==> config.mk <==
export PLATFORM = sky130hd
export DESIGN_NAME = serial_msg_deframer
export DESIGN_NICKNAME = d
export VERILOG_FILES = /design/src/rtl/serial_msg_pkg.sv /design/src/rtl/serial_msg_fifo.sv /design/src/rtl/serial_msg_deframer.sv
export SDC_FILE = /design/constraint.sdc
export NUM_CORES = 1
export LEC_CHECK = 0
export ABC_AREA = 1
export CAP_MARGIN = 20
export CORE_MARGIN = 2
export CORE_UTILIZATION = 59
export CTS_BUF_LIST = sky130_fd_sc_hd__clkbuf_4 sky130_fd_sc_hd__clkbuf_8 sky130_fd_sc_hd__clkbuf_16
export CTS_CLUSTER_SIZE = 8
export DETAILED_ROUTE_END_ITERATION = 8
export GPL_TIMING_DRIVEN = 0
export PLACE_DENSITY = 0.88
export SKIP_CTS_REPAIR_TIMING = 1
export SYNTH_ARGS = -nofsm -noshare
export SYNTH_HDL_FRONTEND = slang
export SYNTH_SLANG_ARGS = --single-unit
==> constraint.sdc <==
create_clock -name CLK -period 6.2 [get_ports CLK]
set_input_delay 0.62 -clock CLK [delete_from_list [all_inputs] [get_ports CLK]]
set_output_delay 0.62 -clock CLK [all_outputs]
set_load 0.05 [all_outputs]
==> src/rtl/serial_msg_pkg.sv <==
// rtl/serial_msg_pkg.sv - shared header field layout, parser states and FIFO entry width
//
// Purpose: constants and types shared by the serial message deframer and its FIFO.
// Ports:   none (package).
package serial_msg_pkg;

  localparam logic [3:0] HDR_MARKER = 4'hA;

  localparam int MARKER_MSB = 31;
  localparam int MARKER_LSB = 28;
  localparam int ID_MSB     = 23;
  localparam int ID_LSB     = 16;
  localparam int LEN_MSB    = 15;
  localparam int LEN_LSB    = 0;

  localparam int DATA_W  = 32;
  localparam int ID_W    = ID_MSB - ID_LSB + 1;
  localparam int LEN_W   = LEN_MSB - LEN_LSB + 1;
  // FIFO entry layout: {data, id, sop, eop}
  localparam int ENTRY_W = DATA_W + ID_W + 2;

  typedef enum logic {
    HDR     = 1'b0,
    PAYLOAD = 1'b1
  } state_t;

endpackage

==> src/rtl/serial_msg_fifo.sv <==
// rtl/serial_msg_fifo.sv - synchronous first-word-fall-through FIFO
//
// Purpose: registered storage with the head entry always presented on dout.
// Ports:
//   clk, rst_n       clock, asynchronous active-low reset
//   push, din        write request and data (ignored when full unless popping)
//   pop              read request (no-op when empty)
//   dout             head entry, valid while empty=0
//   full, empty      occupancy flags
//   count            number of stored entries
module serial_msg_fifo #(
  parameter int WIDTH = 42,
  parameter int DEPTH = 4
) (
  input  logic                           clk,
  input  logic                           rst_n,
  input  logic                           push,
  input  logic [WIDTH-1:0]               din,
  input  logic                           pop,
  output logic [WIDTH-1:0]               dout,
  output logic                           full,
  output logic                           empty,
  output logic [$clog2(DEPTH+1)-1:0]     count
);

  localparam int AW = $clog2(DEPTH);
  localparam int CW = $clog2(DEPTH + 1);

  logic [WIDTH-1:0] mem [DEPTH];
  logic [AW-1:0]    wr_ptr;
  logic [AW-1:0]    rd_ptr;
  logic             do_push;
  logic             do_pop;

  assign full    = (count == CW'(DEPTH));
  assign empty   = (count == '0);
  // When full, a same-cycle pop frees the slot that the push overwrites.
  assign do_push = push & (~full | pop);
  assign do_pop  = pop & ~empty;
  assign dout    = mem[rd_ptr];

  always_ff @(posedge clk or negedge rst_n) begin
    if (!rst_n) begin
      wr_ptr <= '0;
      rd_ptr <= '0;
      count  <= '0;
      for (int i = 0; i < DEPTH; i++) begin
        mem[i] <= '0;
      end
    end else begin
      if (do_push) begin
        mem[wr_ptr] <= din;
        wr_ptr      <= wr_ptr + 1'b1;
      end
      if (do_pop) begin
        rd_ptr <= rd_ptr + 1'b1;
      end
      case ({do_push, do_pop})
        2'b10:   count <= count + 1'b1;
        2'b01:   count <= count - 1'b1;
        default: count <= count;
      endcase
    end
  end

endmodule

==> src/rtl/serial_msg_deframer.sv <==
// rtl/serial_msg_deframer.sv - parses bramfeeder words into framed channel packets
//
// Purpose: drains 32-bit words through the RDY/EN get handshake, validates headers,
//          and forwards payload words with channel id / SOP / EOP through a FIFO.
// Ports:
//   CLK, RST_N            clock, asynchronous active-low reset
//   get_rdy, get_data     upstream word available / word
//   EN_get                upstream dequeue strobe (combinational)
//   chan_valid/ready      downstream stream handshake
//   chan_data/id/sop/eop  downstream payload word and framing
//   hdr_err               one-cycle pulse per discarded header word
//   err_count             discarded header count, saturating
//   pkt_count             completed packet count, wrapping
module serial_msg_deframer
  import serial_msg_pkg::*;
#(
  parameter int FIFO_DEPTH = 4,
  parameter int MAX_LEN    = 1024
) (
  input  logic              CLK,
  input  logic              RST_N,
  input  logic              get_rdy,
  input  logic [31:0]       get_data,
  output logic              EN_get,
  output logic              chan_valid,
  input  logic              chan_ready,
  output logic [31:0]       chan_data,
  output logic [7:0]        chan_id,
  output logic              chan_sop,
  output logic              chan_eop,
  output logic              hdr_err,
  output logic [15:0]       err_count,
  output logic [15:0]       pkt_count
);

  state_t                          state;
  state_t                          next_state;
  logic [ID_W-1:0]                 id_q;
  logic [LEN_W-1:0]                rem_q;
  logic                            first_q;

  logic [3:0]                      hdr_marker;
  logic [ID_W-1:0]                 hdr_id;
  logic [LEN_W-1:0]                hdr_len;
  logic                            hdr_ok;
  logic                            hdr_take;
  logic                            hdr_bad;
  logic                            push;
  logic                            pop;
  logic                            last_word;
  logic                            fifo_full;
  logic                            fifo_empty;
  logic [ENTRY_W-1:0]              fifo_din;
  logic [ENTRY_W-1:0]              fifo_dout;
  logic [$clog2(FIFO_DEPTH+1)-1:0] fifo_count;
  logic                            unused_bits;

  assign hdr_marker = get_data[MARKER_MSB:MARKER_LSB];
  assign hdr_id     = get_data[ID_MSB:ID_LSB];
  assign hdr_len    = get_data[LEN_MSB:LEN_LSB];
  assign hdr_ok     = (hdr_marker == HDR_MARKER) && (hdr_len != '0) && (int'(hdr_len) <= MAX_LEN);

  // Reserved header bits and FIFO occupancy are not needed by the parser.
  assign unused_bits = ^{get_data[27:24], fifo_count};

  assign pop        = chan_valid & chan_ready;
  assign last_word  = (rem_q == LEN_W'(1));
  assign chan_valid = ~fifo_empty;
  assign fifo_din   = {get_data, id_q, first_q, last_word};
  assign {chan_data, chan_id, chan_sop, chan_eop} = fifo_dout;

  always_ff @(posedge CLK or negedge RST_N) begin
    if (!RST_N) begin
      state <= HDR;
    end else begin
      state <= next_state;
    end
  end

  always_comb begin
    next_state = state;
    EN_get     = 1'b0;
    push       = 1'b0;
    hdr_take   = 1'b0;
    hdr_bad    = 1'b0;
    case (state)
      HDR: begin
        EN_get   = get_rdy;
        hdr_take = get_rdy & hdr_ok;
        hdr_bad  = get_rdy & ~hdr_ok;
        if (hdr_take) begin
          next_state = PAYLOAD;
        end
      end
      PAYLOAD: begin
        // Room exists if not full, or if the head leaves this same cycle.
        EN_get = get_rdy & (~fifo_full | pop);
        push   = EN_get;
        if (push && last_word) begin
          next_state = HDR;
        end
      end
      default: next_state = HDR;
    endcase
  end

  always_ff @(posedge CLK or negedge RST_N) begin
    if (!RST_N) begin
      id_q      <= '0;
      rem_q     <= '0;
      first_q   <= 1'b0;
      hdr_err   <= 1'b0;
      err_count <= '0;
      pkt_count <= '0;
    end else begin
      hdr_err <= hdr_bad;
      if (hdr_bad && (err_count != 16'hFFFF)) begin
        err_count <= err_count + 1'b1;
      end
      if (hdr_take) begin
        id_q    <= hdr_id;
        rem_q   <= hdr_len;
        first_q <= 1'b1;
      end else if (push) begin
        rem_q   <= rem_q - 1'b1;
        first_q <= 1'b0;
      end
      if (push && last_word) begin
        pkt_count <= pkt_count + 1'b1;
      end
    end
  end

  serial_msg_fifo #(
    .WIDTH (ENTRY_W),
    .DEPTH (FIFO_DEPTH)
  ) u_fifo (
    .clk   (CLK),
    .rst_n (RST_N),
    .push  (push),
    .din   (fifo_din),
    .pop   (pop),
    .dout  (fifo_dout),
    .full  (fifo_full),
    .empty (fifo_empty),
    .count (fifo_count)
  );

endmodule

# ---- Yosys cells after proc, flatten, opt, wreduce, memory -nomap -nowiden
# Index checks and enable logic that the tools add are counted.
dict set report op_classes {
  addsub 7
  order_cmp 4
  eq_ne 6
  mux 18
  n_bitwise 13
  reduce_logical 10
}
# operator n
set op_table {}
lappend op_table {{168-bit bitwise mux} 1}
lappend op_table {{42-bit 2-to-1 mux} 3}
lappend op_table {{42-bit binary-select mux with 2-bit select} 1}
lappend op_table {{42-bit demux with 2-bit select} 1}
lappend op_table {{16-bit by 1-bit adder with 16-bit output, second input constant} 2}
lappend op_table {{16-bit 2-to-1 mux} 2}
lappend op_table {{16-bit by 1-bit equality test with 1-bit output, second input constant} 1}
lappend op_table {{16-bit by 11-bit less-or-equal comparator with 1-bit output, second input constant} 1}
lappend op_table {{16-bit != test, second input constant} 1}
lappend op_table {{16-bit nonzero test} 1}
lappend op_table {{16-bit by 1-bit subtractor with 16-bit output, second input constant} 1}
lappend op_table {{1-bit 2-to-1 mux} 7}
lappend op_table {{1-bit AND} 6}
lappend op_table {{3-bit >= comparator, second input constant} 2}
lappend op_table {{1-bit logical AND} 6}
lappend op_table {{2-bit inverter with 3-bit output} 2}
lappend op_table {{3-bit one-hot mux with 2 select lines} 1}
lappend op_table {{2-bit by 1-bit adder with 2-bit output, second input constant} 2}
lappend op_table {{4-bit equality test, second input constant} 1}
lappend op_table {{1-bit inverter} 4}
lappend op_table {{1-bit one-hot mux with 2 select lines} 2}
lappend op_table {{2-bit nonzero test} 2}
lappend op_table {{3-bit by 1-bit adder with 3-bit output, second input constant} 1}
lappend op_table {{3-bit equality test, second input constant} 1}
lappend op_table {{6 further kinds} 6}
dict set report word_totals {
  reg_bits 234
  in_bits 36
  output_inout_bits 77
  wordCells 72
}

# ---- Logic depth before layout (Yosys ltp)
dict set report depth {
  ltp_word 9
  mapped_depth 10
  ltp_nobuf 10
}

# ---- Modules after synthesis
# Synthesis repeated with hierarchy kept, for this count alone.
dict set report hier_totals {
  cells_unflattened 1507
  area_unflattened_um2 11902.7
}
# module n_inst cells_per_inst area_per_inst_um2
set modules_own_cells {}
lappend modules_own_cells {serial_msg_fifo 1 1036 8451.9}
lappend modules_own_cells {serial_msg_deframer 1 471 3450.8}

# ---- Worst setup path after synthesis
# No wires, ideal clock.
dict set report synth_path {
  path_kind {register to output}
  startpoint {register u_fifo.rd_ptr[0]}
  endpoint {output port chan_data[0]}
  arrival_ns 1.858
  required_time_ns 5.580
  path_slack_ns 3.722
  stages_incl_launch_ff 6
  path_cell_list {dfrtp_1 -> inv_1 -> clkbuf_1 -> clkbuf_1 -> nor2_1 -> o22ai_1}
}
dict set report synth_between {
  elab_chain_cells 4
}
# item line_no
set synth_rtl {}
lappend synth_rtl {{start: declaration} serial_msg_fifo.sv:31} ;# logic [AW-1:0] rd_ptr;
lappend synth_rtl {{start signal: assignment} serial_msg_fifo.sv:56} ;# rd_ptr <= rd_ptr + 1'b1;
lappend synth_rtl {{2-bit inverter with 3-bit output (not written as such)} serial_msg_fifo.sv:40} ;# assign dout = mem[rd_ptr];
lappend synth_rtl {{42-bit binary-select mux with 2-bit select} serial_msg_fifo.sv:40}
lappend synth_rtl {{42-bit 2-to-1 mux (not written as such) (2 in a row)} serial_msg_fifo.sv:40}
lappend synth_rtl {{end: declaration} serial_msg_deframer.sv:27} ;# output logic [31:0] chan_data,
# Every way passes these cells. The select of a mux whose other input is x is not followed.

# ---- Worst setup path in the final report
dict set report layout_path {
  startpoint {register u_fifo.rd_ptr[0]}
  endpoint {output port chan_data[11]}
}
# The elaborated chain is that of the path after synthesis.

==> flow_metrics.tcl <==
set metrics [dict create \
    synth_commonest_cells "sky130_fd_sc_hd__nand2_1 (311), sky130_fd_sc_hd__dfrtp_1 (234), sky130_fd_sc_hd__o21ai_0 (228)" \
    areaGrowthSynthToFinish_pct 20.8 \
    fp.dieW_um 143 \
    route.vias.total 10500 \
    vdd.ir_drop.worst_v 0.000330 \
    clkLatencyLatePin_ns 0.52 \
    portBuffers 112 \
    core-area_um2 18800 \
    syn_avg_cell_area_um2 8.41 \
    chipHeight_um 143 \
    insertedDiodeCount 0 \
    synth_warn 0 \
    setup.worst_path.end_class "output port" \
    worstHoldPathType "in2async" \
    detail_route.wl_per_cell_um 18.5 \
    intPower_w 0.00322 \
    worst_path_max_delay_cell "sky130_fd_sc_hd__clkdlybuf4s50_1" \
    cp-start-kind "flop" \
    comb_power_share 0.398 \
    ys_seq_area_frac 0.516 \
    placed_cells 1696 \
    grt_setup_unrepaired "false" \
    tritoncts "built" \
    postSynth.asyncResetShare 1.00 \
    ant_nets 0 \
    postSynth.topFlopCell "sky130_fd_sc_hd__dfrtp_1" \
    setup-violations-final 0 \
    p_leak_nw 6.31 \
    synth_enable_flop_cells 0 \
    worstMarginPinSlew_ns 0.860 \
    timing.critical_path.cells "inv_1 > clkbuf_1 > clkbuf_1 > o21ai_0 > o22ai_1 > clkdlybuf4s50_1" \
    fp.dieArea_um2 20400 \
    via_per_inst 6.05 \
    synth_largest_area_cell "sky130_fd_sc_hd__dfrtp_1" \
    power_switching_share 0.411 \
    cp_data_arrival_time_ns 3.33 \
    layoutNonFillerInstCount 1735 \
    cts.sinks 234 \
    root_buffer "sky130_fd_sc_hd__clkbuf_16" \
    setup_tns_ns 0 \
    drc 0 \
    worstPathRequired_ns 5.58 \
    floorplan.initialDensity 0.605 \
    slew-limit-headroom 0.426 \
    final_period_minus_worst_setup_slack_ns 3.95 \
    drt-initial-drc-count 1138 \
    power.share.sequential 0.299 \
    critical-path-max-stage-delay_ns 0.87 \
    dp.final_hpwl_mm 20.5 \
    globalRoute.totalOverflow 0 \
    grt_max_degree 121 \
    rows 50 \
    routabilityCongestion 0.920 \
    clock_skew_ns 0.0199 \
    synth.cell_area_um2 11300 \
    synth_nets 1395 \
    final_min_period_over_clock_period 0.637 \
    floorplan.io_pins 113 \
    power.density_cell_area_nw_per_um2 399 \
    fmax_ghz 0.253 \
    power_frac_clock 0.303 \
    cell_with_the_most_instances_after_synthesis "sky130_fd_sc_hd__nand2_1" \
    timing.critical_path.mode_cell "sky130_fd_sc_hd__clkbuf_1" \
    synth.area.top_cells "sky130_fd_sc_hd__dfrtp_1 (52%), sky130_fd_sc_hd__nand2_1 (10%), sky130_fd_sc_hd__o21ai_0 (10%)" \
    first_global_vias 10400 \
    first_pass_grt_wire_length_mm 51.9 \
    cap_viol_max_count 0 \
    cts_buffer_depth 3 \
    drive_above_1_share 0.0893 \
    p_sw_w 0.00225 \
    crit_fanout 10 \
    number_of_antenna_violations_at_the_first_check_in_global_routing 0 \
    synthDistinctLibCells 35 \
    detailed_router_iteration_count_before_antenna_repair 6 \
    htreeDepth 2 \
    timing_max_transition_violations_final 0 \
    num-fill-cells 1335 \
    num-nets-final 1545 \
    clkTransAtPathRegs_ns 0.05 \
    finalWirelength_mm 32.1 \
    grt_use_total 0.321 \
    path_class "reg2out" \
    hold_viol 0 \
    synth-seq-cells 234 \
    synthesis.instances 1349 \
    cts_buffers 35 \
    p_total_w 0.00547 \
    run_status "complete, no violations" \
    yosys.area.top_type_share 0.516 \
]
## cell families (layout without fill, tap and decap cells)
logic type	after synthesis	after routing	synth area share
adder cells (fa/ha/maj)	10	10	0.0117
XOR/XNOR	34	34	0.0262
buffers and inverters	169	321	0.0727
flip-flops	234	234	0.516
AO/OA/AOI/OAI	327	327	0.153
AND/OR/NAND/NOR	575	575	0.221
## area by class of cell
type                       count  area [µm²]  area share
tap                          234         293      0.0214
sequential                   234        5860       0.427
timing repair buffer         113        1150      0.0842
multi-input combinational    946        4670       0.341
inverter                      93         352      0.0257
buffer                        76         473      0.0345
clock inverter                 4        35.0     0.00256
clock buffer                  35         876      0.0639
## state kept, by name, summed over array words and instances (netlist names), 2 cells and up
name and count:
err_count 16, id_q 8, pkt_count 16, rem_q 16, u_fifo.count 3, u_fifo.mem 168
u_fifo.rd_ptr 2, u_fifo.wr_ptr 2
## worst paths after layout
path | startpoint | endpoint | slack [ns] | cells after the start
min reg2reg | u_fifo.mem[91]$_DFFE_PN0P_ | u_fifo.mem[91]$_DFFE_PN0P_ | 0.47 | 2
max reg2reg | u_fifo.count[1]$_DFFE_PN0P_ | u_fifo.count[2]$_DFFE_PN0P_ | 3.87 | 10
min | RST_N | u_fifo.mem[8]$_DFFE_PN0P_ | 0.20 | 1
max in group asynchronous | RST_N | pkt_count[6]$_DFFE_PN0P_ | 4.91 | 2
min in group CLK | u_fifo.mem[91]$_DFFE_PN0P_ | u_fifo.mem[91]$_DFFE_PN0P_ | 0.47 | 2
max | u_fifo.rd_ptr[0]$_DFFE_PN0P_ | chan_data[11] | 2.25 | 6
## power groups by stage
stage               Clock, W  Combinational (W)  Sequential [W]
floorplan                  0            0.00135         0.00169
global placement           0            0.00211         0.00165
detailed placement         0            0.00213         0.00165
CTS                  0.00165            0.00216         0.00163
global route         0.00172            0.00229         0.00164
finish               0.00166            0.00218         0.00163
## metal layers
layer	up-vias	track usage	wire length (µm)
li1	4731	-	-
met1	5047	0.431	12700
met2	601	0.522	15400
met3	112	0.0486	2740
met4	0	0.146	1250
met5	-	0	0
## worst max-delay path: cells and delay by family, from the launching register on
family | cells | cell delay [ns]
AOI/OAI and AO/OA | 2 | 0.46
buffers and inverters | 4 | 1.89
DFF | 1 | 0.45
## per-stage QoR
stage	hold slack, ns	utilization	area, µm²	worst slack (ns)
after CTS	0.240	0.730	13700	2.34
after global routing	0.279	0.730	13700	2.18
after global placement	0.460	0.680	12800	-5.26
after detailed placement	0.467	0.682	12800	2.88
after floorplan	0.324	-	11300	3.72
final	0.203	0.730	13700	2.25
## cells in the final DEF, fill, tap and decap left out, types with 2 or more instances in the layout
| cell | n |
|---|---|
| sky130_fd_sc_hd__a21oi_1 | 7 |
| sky130_fd_sc_hd__buf_2 | 8 |
| sky130_fd_sc_hd__buf_4 | 21 |
| sky130_fd_sc_hd__buf_6 | 11 |
| sky130_fd_sc_hd__clkbuf_1 | 35 |
| sky130_fd_sc_hd__clkbuf_16 | 35 |
| sky130_fd_sc_hd__clkdlybuf4s50_1 | 111 |
| sky130_fd_sc_hd__dfrtp_1 | 234 |
| sky130_fd_sc_hd__ha_1 | 9 |
| sky130_fd_sc_hd__inv_1 | 88 |
| sky130_fd_sc_hd__inv_2 | 3 |
| sky130_fd_sc_hd__inv_6 | 3 |
| sky130_fd_sc_hd__nand2_1 | 311 |
| sky130_fd_sc_hd__nand2_2 | 16 |
| sky130_fd_sc_hd__nand3_1 | 45 |
| sky130_fd_sc_hd__nand3_2 | 6 |
| sky130_fd_sc_hd__nand3_4 | 3 |
| sky130_fd_sc_hd__nand4_1 | 36 |
| sky130_fd_sc_hd__nor2_1 | 136 |
| sky130_fd_sc_hd__nor2_2 | 6 |
| sky130_fd_sc_hd__nor2_4 | 2 |
| sky130_fd_sc_hd__nor3_1 | 8 |
| sky130_fd_sc_hd__o21ai_0 | 228 |
| sky130_fd_sc_hd__o21ai_1 | 40 |
| sky130_fd_sc_hd__o21ai_2 | 9 |
| sky130_fd_sc_hd__o22ai_1 | 42 |
| sky130_fd_sc_hd__or2_2 | 2 |
| sky130_fd_sc_hd__xnor2_1 | 14 |
| sky130_fd_sc_hd__xor2_1 | 20 |
Note: power is estimated with default switching activity, not from simulation.
